`src/rtl/uart_paddle_cmd.sv`:
```
// uart_paddle_cmd: turns received UART bytes into player-1 paddle move strobes.
// A direction byte starts a hold window; while it is open the move strobe
// auto-repeats every REPEAT_CYCLES. START bytes raise a start request and
// unrecognised bytes are counted (saturating) for debug.
//
// Input handshake: data_valid is a one-cycle strobe with no ready/back-pressure.
// rx_byte is decoded in every cycle where data_valid=1. A strobe held high for
// several cycles counts as one byte per cycle.
module uart_paddle_cmd #(
  parameter int          HOLD_CYCLES   = 2500000,
  parameter int          REPEAT_CYCLES = 1250000,
  parameter logic [7:0]  UP_CHAR       = 8'h77,
  parameter logic [7:0]  DOWN_CHAR     = 8'h73,
  parameter logic [7:0]  STOP_CHAR     = 8'h20,
  parameter logic [7:0]  START_CHAR    = 8'h67
) (
  input  logic       clk_in,
  input  logic       reset,
  input  logic       data_valid,
  input  logic [7:0] rx_byte,
  output logic       move_up,
  output logic       move_down,
  output logic       start_req,
  output logic [1:0] dir_state,
  output logic [7:0] bad_cmd_cnt
);

  localparam int MAX_CYCLES = (HOLD_CYCLES > REPEAT_CYCLES) ? HOLD_CYCLES : REPEAT_CYCLES;
  localparam int CW         = $clog2(MAX_CYCLES);
  localparam logic [CW-1:0] HOLD_LOAD = CW'(HOLD_CYCLES - 1);
  localparam logic [CW-1:0] REP_LOAD  = CW'(REPEAT_CYCLES - 1);

  // The encoding doubles as the dir_state debug view of the FSM.
  typedef enum logic [1:0] {
    S_IDLE = 2'b00,
    S_UP   = 2'b01,
    S_DOWN = 2'b10
  } state_t;

  // Fold ASCII upper case onto lower case so 'W' and 'w' decode alike.
  function automatic logic [7:0] fold_case(input logic [7:0] c);
    if (c >= 8'h41 && c <= 8'h5A) begin
      return c | 8'h20;
    end
    return c;
  endfunction

  state_t        state_q, state_d;
  logic [CW-1:0] hold_q, hold_d;
  logic [CW-1:0] rep_q, rep_d;
  logic          up_q, up_d;
  logic          down_q, down_d;
  logic          start_q, start_d;
  logic [7:0]    bad_q, bad_d;

  logic [7:0] rx_fold;
  logic       is_up, is_down, is_stop, is_start, is_bad;

  // Byte classification, only meaningful while data_valid is high.
  always_comb begin
    rx_fold  = fold_case(rx_byte);
    is_up    = data_valid && (rx_fold == fold_case(UP_CHAR));
    is_down  = data_valid && (rx_fold == fold_case(DOWN_CHAR));
    is_stop  = data_valid && (rx_fold == fold_case(STOP_CHAR));
    is_start = data_valid && (rx_fold == fold_case(START_CHAR));
    is_bad   = data_valid && !(is_up || is_down || is_stop || is_start);
  end

  // Registered state, counters and strobes; reset clears everything at once.
  always_ff @(posedge clk_in or posedge reset) begin
    if (reset) begin
      state_q <= S_IDLE;
      hold_q  <= '0;
      rep_q   <= '0;
      up_q    <= 1'b0;
      down_q  <= 1'b0;
      start_q <= 1'b0;
      bad_q   <= 8'h00;
    end else begin
      state_q <= state_d;
      hold_q  <= hold_d;
      rep_q   <= rep_d;
      up_q    <= up_d;
      down_q  <= down_d;
      start_q <= start_d;
      bad_q   <= bad_d;
    end
  end

  // Next state: a move/stop byte overrides the timers; otherwise the hold
  // window counts down and the repeat timer produces periodic strobes.
  always_comb begin
    state_d = state_q;
    hold_d  = hold_q;
    rep_d   = rep_q;
    up_d    = 1'b0;
    down_d  = 1'b0;
    start_d = is_start;
    bad_d   = bad_q;

    if (is_bad && (bad_q != 8'hFF)) begin
      bad_d = bad_q + 8'd1;
    end

    case (state_q)
      S_IDLE: begin
        if (is_up) begin
          state_d = S_UP;
          up_d    = 1'b1;
          hold_d  = HOLD_LOAD;
          rep_d   = REP_LOAD;
        end else if (is_down) begin
          state_d = S_DOWN;
          down_d  = 1'b1;
          hold_d  = HOLD_LOAD;
          rep_d   = REP_LOAD;
        end
      end
      S_UP, S_DOWN: begin
        if (is_up) begin
          state_d = S_UP;
          up_d    = 1'b1;
          hold_d  = HOLD_LOAD;
          rep_d   = REP_LOAD;
        end else if (is_down) begin
          state_d = S_DOWN;
          down_d  = 1'b1;
          hold_d  = HOLD_LOAD;
          rep_d   = REP_LOAD;
        end else if (is_stop) begin
          state_d = S_IDLE;
          hold_d  = '0;
          rep_d   = '0;
        end else if (hold_q == '0) begin
          // Expiry wins over a coincident repeat tick: leave silently.
          state_d = S_IDLE;
          hold_d  = '0;
          rep_d   = '0;
        end else begin
          hold_d = hold_q - CW'(1);
          if (rep_q == '0) begin
            rep_d = REP_LOAD;
            // A start strobe this cycle takes the single strobe slot.
            if (!is_start) begin
              up_d   = (state_q == S_UP);
              down_d = (state_q == S_DOWN);
            end
          end else begin
            rep_d = rep_q - CW'(1);
          end
        end
      end
      default: begin
        state_d = S_IDLE;
        hold_d  = '0;
        rep_d   = '0;
      end
    endcase
  end

  assign move_up     = up_q;
  assign move_down   = down_q;
  assign start_req   = start_q;
  assign dir_state   = state_q;
  assign bad_cmd_cnt = bad_q;

endmodule

```
`config.mk`:
```
export PLATFORM = sky130hd
export DESIGN_NAME = uart_paddle_cmd
export DESIGN_NICKNAME = d
export VERILOG_FILES = /design/src/rtl/uart_paddle_cmd.sv
export SDC_FILE = /design/constraint.sdc
export NUM_CORES = 1
export LEC_CHECK = 0
export CORE_MARGIN = 2
export CORE_UTILIZATION = 29
export DETAILED_ROUTE_END_ITERATION = 12
export PLACE_DENSITY = 0.44
export SYNTH_ARGS = -nofsm -noshare
export SYNTH_HDL_FRONTEND = slang
export SYNTH_SLANG_ARGS = --single-unit
```
`constraint.sdc`:
```
create_clock -name clk_in -period 2.8 [get_ports clk_in]
set_input_delay 0.28 -clock clk_in [delete_from_list [all_inputs] [get_ports clk_in]]
set_output_delay 0.28 -clock clk_in [all_outputs]
set_load 0.05 [all_outputs]
```
### Word level (Yosys, flattened, before mapping)

Cells that the tools add are included.

| storage, ports and cells | value |
|---|---|
| register bits | 57 |
| input port bits | 11 |
| output and inout bits | 13 |
| logic and storage cells | 79 |

| cells by class | value |
|---|---|
| order comparisons | 2 |
| equality and inequality tests | 9 |
| muxes and demuxes | 42 |
| add/sub/neg operators | 3 |
| reductions and logical operators | 16 |

Operator list:

| operator | count |
|---|---|
| $mux 22 | 13 |
| $pmux 22 s2 | 2 |
| $logic_not 22->1 | 2 |
| $sub 22x1->22 const B | 2 |
| $eq 8x7->1 const B | 3 |
| $mux 1 | 16 |
| $mux 8 | 2 |
| $mux 2 | 6 |
| $add 8x1->8 const B | 1 |
| $eq 8x6->1 const B | 1 |
| $ge 8x7->1 const B | 1 |
| $le 8x7->1 const B | 1 |
| $ne 8x8->1 const B | 1 |
| $logic_and 1x1->1 | 7 |
| $ne 5x5->1 const B | 1 |
| $pmux 1 s2 | 2 |
| $pmux 2 s2 | 1 |
| $logic_or 1x1->1 | 3 |
| $ne 3x3->1 const B | 1 |
| $eq 2x1->1 const B | 1 |
| $eq 2x2->1 const B | 1 |
| $logic_not 2->1 | 1 |
| $reduce_and 2->1 | 1 |
| $reduce_or 2->1 | 1 |
| $logic_not 1->1 | 1 |

### Depth between registers and ports, before layout

Gate-level depths: netlist of the first run.

| logic depth | value |
|---|---|
| depth after elaboration | 13 |
| depth in mapped cells | 8 |
| mapped depth without buffers | 7 |

### Least setup slack after synthesis of the first run

No wires, ideal clock.

| timing | value |
|---|---|
| kind | reg2reg |
| start | register state_q[0] (netlist: dir_state[0]) |
| end | register rep_q[19] |
| clock period less this slack | 2358 ps |
| cell stages (with the launch flop) | 8 |
| path buffers | 0 |
| setup time | 101 ps |
| slack | 442 ps |
| arrival time | 2257 ps |
| data required time | 2699 ps |
| cells stage by stage | dfrtp_1 > inv_1 > ha_1 > nand2b_1 > a21oi_2 > a21boi_4 > nand3_2 > o32ai_1 |

| on the way | value |
|---|---|
| word-level cells in the longest chain between the ends | 3 |
| elaborated cells on any way between the ends | 6 |
| those cells by class | eq/ne: 3; mux: 1; reduce/logical: 2 |

Ends and longest elaborated chain:

| what | line | text |
|---|---|---|
| from (decl) | 48 | `state_t state_q, state_d;` |
| from (signal assigned) | 80 | `state_q <= state_d;` |
| $eq 2x1->1 or $eq 2x2->1 (tied branches) | 105 | `case (state_q)` |
| $reduce_or 2->1 | 105 |  |
| $pmux 22 s2 | 105 |  |
| to (signal assigned) | 82 | `rep_q <= rep_d;` |
| to (decl) | 50 | `logic [CW-1:0] rep_q, rep_d;` |

Parallel ways exist; a longest one is shown, timed or not.
A chain may end at the register's enable or synchronous reset.

### Worst setup path after layout of the first run

| timing | value |
|---|---|
| start | register rep_q[13] |
| end | register rep_q[5] |

| on the way | value |
|---|---|
| word-level cells in the longest chain between the ends | 7 |

Ends and longest elaborated chain:

| what | line | text |
|---|---|---|
| $logic_not 22->1 | 141 | `if (rep_q == '0) begin` |
| $mux 22 | 141 |  |
| $mux 22 | 134 | `end else if (hold_q == '0) begin` |
| $mux 22 | 130 | `end else if (is_stop) begin` |
| $mux 22 | 125 | `end else if (is_down) begin` |
| $mux 22 | 120 | `if (is_up) begin` |
| $pmux 22 s2 | 105 |  |

No other way between the ends.

==> results.cfg, run 1 <==
[cts]
post_cts_resized = 0
insertion_delay_ps = 330
cts-root-buf = clkbuf_16
cts.sinks = 57
ctsHoldBuffers = 0
tritoncts = yes
h-tree-depth = 3
post_cts_buffers = 0
numCtsBuffers = 9
clockBufferDepth = 2
path_clk_slew_ps = 50

[drt]
wl_per_cell_um = 18.3
ant_nets = 0
vias_per_cell = 5.77
drc_errors = 0
vias = 3255
drt-total-wl_um = 10300
dr.pass1.iters = 5
drt_iter0_markers = 250

[pwr]
vdd_drop_max_v = 0.000621
total_leakage_power_uw = 0.00166
power_density_nw_per_um2 = 871

[setup_path]
end_kind = register
cp-startpoint = rep_q[13]$_DFFE_PP0P_
worstSetupStartpointType = register
required_ps = 2990
critPathSlowestCell = or4_1
r2r_cells = 6
r2r-start = rep_q[13]$_DFFE_PP0P_
path_cells = or4_1, nor3_4, a21boi_4, buf_4, a21oi_1, o22ai_1
crit_fanout = 8
critPathKind = register to register
max_stage_delay_ps = 690
cp_data_arrival_time_ps = 2510
r2r_slack_ps = 480
r2r_end = rep_q[5]$_DFFE_PP0P_
crit_end = rep_q[5]$_DFFE_PP0P_

[final_layout]
area_growth_pct = 22.4
antenna_cells = 0
layout-drive-gt1-share = 0.145
nets = 435

[synthesis]
synthArstFlopShare = 1.00
netlist.area_leader.share = 0.412
ys_ff_latch = 57
synth.avg_cell_area_um2 = 9.16
synth_cells = 378
yosys-top-cells-count = dfrtp_1 (57), nand2_1 (32), a31oi_1 (26)
synth_cell_type_count = 64
seq_area_frac_synth = 0.412
netlist_area_um2 = 3460
synth.area.top_cells = dfrtp_1 (41%), a31oi_1 (4.7%), nand2_1 (3.5%), o31ai_1 (3.3%), o22ai_1 (3.1%)
synthFlopType = dfrtp_1
synth_edf_count = 0
post-synth-top-count-cell = dfrtp_1
yosys_warnings = 0
synth_top_area_cell = dfrtp_1
syn_nets = 397

[place]
port_buffers = 23
dp_hpwl_um = 7010
gp_congestion = 0.814
pre_cts_ws_ps = 315

[sta]
finalSetupTns_ps = 0
finalCritPeriodShare = 0.830
skew_ps = 9.85
finalSetupViolations = 0
fin_crit_ps = 2320
max-slew-margin-rel = 0.484
hold_violations = 0
setup_slack_ps = 476
rsz0062_at_grt = false
clock.fmax_mhz = 430
slew_violations = 0
tightest_slew_ps = 774

[grt]
antenna_found_initial = 0
grt-ovfl-total = 0
grt_pass1_vias = 3149
grtUsageTotal = 0.167
grt_pass1_wl_um = 16900
grt_start_max_net_pins = 58

[die]
die_w_um = 113
die_h_um = 113
core_area_um2 = 11500
start_util = 0.301
boundaryPins = 24
row_count = 39
dieArea_um2 = 12800

[worst_hold_path]
hp-class = primary input to async pin

[status]
status = completed

[job]
cap_violations = 0
## worst max-delay path: cells and delay by family, from the launching register on
family,cells,cell delay (ps)
DFF,1,400
and+or+nand+nor,2,1050
AOI/OAI and AO/OA,3,540
buffers and inverters,1,190
## how the worst min path moves through the flow
stage                               startpoint                    endpoint  slack (ps)  cells after the start
global placement         rep_q[16]$_DFFE_PP0P_       rep_q[16]$_DFFE_PP0P_         470                      1
finish                                   reset  bad_cmd_cnt[1]$_DFFE_PP0P_         480                      3
CTS                      rep_q[16]$_DFFE_PP0P_       rep_q[16]$_DFFE_PP0P_         480                      1
global route        bad_cmd_cnt[5]$_DFFE_PP0P_  bad_cmd_cnt[5]$_DFFE_PP0P_         510                      1
detailed placement       rep_q[16]$_DFFE_PP0P_       rep_q[16]$_DFFE_PP0P_         470                      1
floorplan                           rx_byte[2]    dir_state[1]$_DFFE_PP0P_         400                      1
## kinds of logic after synthesis
| group | count (synthesis) | synth area share |
|---|---|---|
| xor+xnor | 7 | 0.0177 |
| fa+ha+maj | 8 | 0.0289 |
| flops | 57 | 0.412 |
| simple gates | 146 | 0.242 |
| mux | 3 | 0.00939 |
| buf+inv | 34 | 0.0376 |
| compound gates | 123 | 0.253 |
## power breakdown
part,leakage [uW],total [uW],internal [uW],switching (uW)
Sequential,0.000710,1280,1030,249
Combinational,0.000810,1390,528,859
Clock,0.000139,1030,642,385
## stage by stage
step	instances	power (uW)	instance area, um^2	hold slack (ps)	utilization
6_report	564	3690	4240	479	0.368
3_5_place_dp	548	2670	3960	470	0.344
2_1_floorplan	378	2190	3460	395	-
4_1_cts	564	3720	4240	485	0.368
5_1_grt	564	3920	4240	509	0.368
3_3_place_gp	548	2670	3960	475	0.344
## state kept, by name, summed over array words and instances (netlist names)
| name | cells |
|---|---|
| move_up | 1 |
| move_down | 1 |
| start_req | 1 |
| dir_state | 2 |
| bad_cmd_cnt | 8 |
| rep_q | 22 |
| hold_q | 22 |
## layout make-up
| class | instances | area [um^2] |
|---|---|---|
| fillers | 1155 | 7280 |
| multi-input cells | 287 | 1910 |
| flip-flops and latches | 57 | 1430 |
| repair buffers | 43 | 380 |
| clock buffers | 13 | 260 |
| well taps | 143 | 179 |
| inverters | 18 | 67.6 |
| clock inverters | 3 | 15.0 |
## cell usage in the layout (no fill, tap or decap), types with 9 or more instances in the layout
cell type	netlist	final
nand2_1	32	32
clkdlybuf4s50_1	0	23
nand4_1	10	10
inv_1	18	17
a31oi_1	26	26
nor3_1	11	11
nor2_1	21	21
nand3_1	12	12
clkbuf_16	0	9
o21ai_0	11	11
buf_4	0	20
o31ai_1	15	15
o22ai_1	17	17
a21oi_1	13	13
dfrtp_1	57	57
## per-layer routing
layer,share of wire,vias to the layer above,track usage,routed length (um)
li1,-,1543,-,-
met1,0.49,1614,0.236,5060
met2,0.46,80,0.251,4750
met3,0.036,18,0.0380,373
met4,0.016,0,0.0553,163
met5,0,-,0,0
Power figures use the tool's default switching activity.
==> run 2: changes to the inputs <==
--- a/config.mk
+++ b/config.mk
@@ -8,7 +8,7 @@
 export CORE_MARGIN = 2
 export CORE_UTILIZATION = 29
 export DETAILED_ROUTE_END_ITERATION = 12
-export PLACE_DENSITY = 0.44
+export PLACE_DENSITY = 0.46
 export SYNTH_ARGS = -nofsm -noshare
 export SYNTH_HDL_FRONTEND = slang
 export SYNTH_SLANG_ARGS = --single-unit
==> constraint.sdc (replaced) <==
create_clock -name clk_in -period 2.1 [get_ports clk_in]
set_input_delay 0.21 -clock clk_in [delete_from_list [all_inputs] [get_ports clk_in]]
set_output_delay 0.21 -clock clk_in [all_outputs]
set_load 0.05 [all_outputs]
==> run 2 against run 1 <==
  * Sequential cell count stayed put
  * Largest cell class unchanged
  * Largest power group unchanged
  * Critical path type unchanged
  * Combinational power grew 63%
  * Setup slack lost 410 ps
  * Count of clock-buffer cells in the layout unchanged
  * Sequential power grew 30%
  * Highest routed layer unchanged
==> results.cfg, run 2 (synthesis gave the netlist of run 1 again) <==
[job]
cap_violations = 0

[setup_path]
required_ps = 2370
path_cells = or4_4, buf_4, or4_4, a221oi_2, a311o_1
worstSetupStartpointType = register
crit_top_cell = or4_4
max_stage_delay_ps = 570
end_kind = register
critPathSlowestCell = or4_4
cp_data_arrival_time_ps = 2300
critPathKind = register to register
crit_fanout = 4

[final_layout]
area_growth_pct = 38.9
final_cell_mix = buf_4 (75), dfrtp_1 (55), nand2_1 (32)
nets = 494
finalNonFillerCells = 623
nFillCells = 1156
layout-drive-gt1-share = 0.273
final_common_cell = buf_4
antenna_cells = 0

[grt]
grtUsageTotal = 0.173
antenna_found_initial = 0
grt_start_max_net_pins = 35
grt-ovfl-total = 0
grt_pass1_vias = 3439
grt_pass1_wl_um = 17500

[drt]
drc_errors = 0
drt-total-wl_um = 10400
vias = 3396
vias_per_cell = 5.45
ant_nets = 0
drt_iter0_markers = 187
dr.pass1.iters = 4
wl_per_cell_um = 16.7

[cts]
cts-root-buf = clkbuf_16
h-tree-depth = 3
path_clk_slew_ps = 50
numCtsBuffers = 9
insertion_delay_ps = 330
tritoncts = yes
ctsHoldBuffers = 0
clockBufferDepth = 2
cts.sinks = 57

[pwr]
total_power_uw = 5280
total_leakage_power_uw = 0.00197
power_density_nw_per_um2 = 1100
vdd_drop_max_v = 0.000902

[place]
dp_hpwl_um = 7790
gp_congestion = 0.786
dp.cells = 604
port_buffers = 23

[worst_hold_path]
hp-class = primary input to async pin

[sta]
tightest_slew_ps = 512
rsz0062_at_grt = false
fin_crit_ps = 2030
finalSetupTns_ps = 0
max-slew-margin-rel = 0.658
slew_violations = 0
clock.fmax_mhz = 493
finalCritPeriodShare = 0.966
finalSetupViolations = 0
holdWs_ps = 100
skew_ps = 5.10
hold_violations = 0

[die]
die_w_um = 113
die_h_um = 113
dieArea_um2 = 12800
start_util = 0.301
boundaryPins = 24
row_count = 39
core_area_um2 = 11500

[status]
status = completed
run 2: metrics by stage:
stage / instance area (um^2) / utilization / setup slack, ps
final: 4810 / 0.418 / 70.5
after global placement: 4440 / 0.386 / -126
after CTS: 4740 / 0.411 / 25.9
after global routing: 4810 / 0.418 / 4.70
after floorplan: 3480 / - / -43.6
after detailed placement: 4440 / 0.386 / -97.8
run 2: worst paths after layout:
check / startpoint / endpoint / slack [ps] / depth (start not counted)
max: rep_q[13]$_DFFE_PP0P_ / rep_q[17]$_DFFE_PP0P_ / 70 / 5
min: reset / bad_cmd_cnt[1]$_DFFE_PP0P_ / 100 / 2
max reg2reg: rep_q[13]$_DFFE_PP0P_ / rep_q[17]$_DFFE_PP0P_ / 70 / 5
min reg2reg: bad_cmd_cnt[5]$_DFFE_PP0P_ / bad_cmd_cnt[5]$_DFFE_PP0P_ / 490 / 1
max in group asynchronous: reset / dir_state[1]$_DFFE_PP0P_ / 1500 / 3
min in group clk_in: bad_cmd_cnt[5]$_DFFE_PP0P_ / bad_cmd_cnt[5]$_DFFE_PP0P_ / 490 / 1
run 2: critical path, delay by kind of cell, from the launching register on:
kind,cells,cell delay (ps)
AOI/OAI and AO/OA,2,380
buffers and inverters,1,170
DFF,1,370
and+or+nand+nor,2,1050
run 2: repair_timing:
action | in CTS | in global routing
pin swaps | 1 | 2
cloned | 0 | 0
setup buffers | 1 | 2
gates resized for setup | 2 | 11
setup endpoints to repair | 9 | 27
run 2: per-layer routing:
metal | share of wire | track usage | vias to the layer above
li1 | - | - | 1665
met1 | 0.48 | 0.234 | 1670
met2 | 0.47 | 0.275 | 46
met3 | 0.025 | 0.0332 | 15
met4 | 0.018 | 0.0610 | 0
met5 | 0 | 0 | -
run 2: layout make-up:
| type | count | area, um^2 | share of cell area |
|---|---|---|---|
| clock buffer | 13 | 260 | 0.0541 |
| inverter | 18 | 67.6 | 0.0140 |
| clock inverter | 3 | 15.0 | 0.00312 |
| tap | 143 | 179 | 0.0372 |
| timing repair buffer | 102 | 873 | 0.181 |
| sequential | 57 | 1430 | 0.297 |
| multi-input combinational | 287 | 1990 | 0.413 |
run 2: power breakdown:
group          leakage (uW)  internal [uW]  switching (uW)
Clock              0.000139            855             487
Sequential         0.000706           1370             288
Combinational       0.00112           1000            1270
Total               0.00197           3230            2040
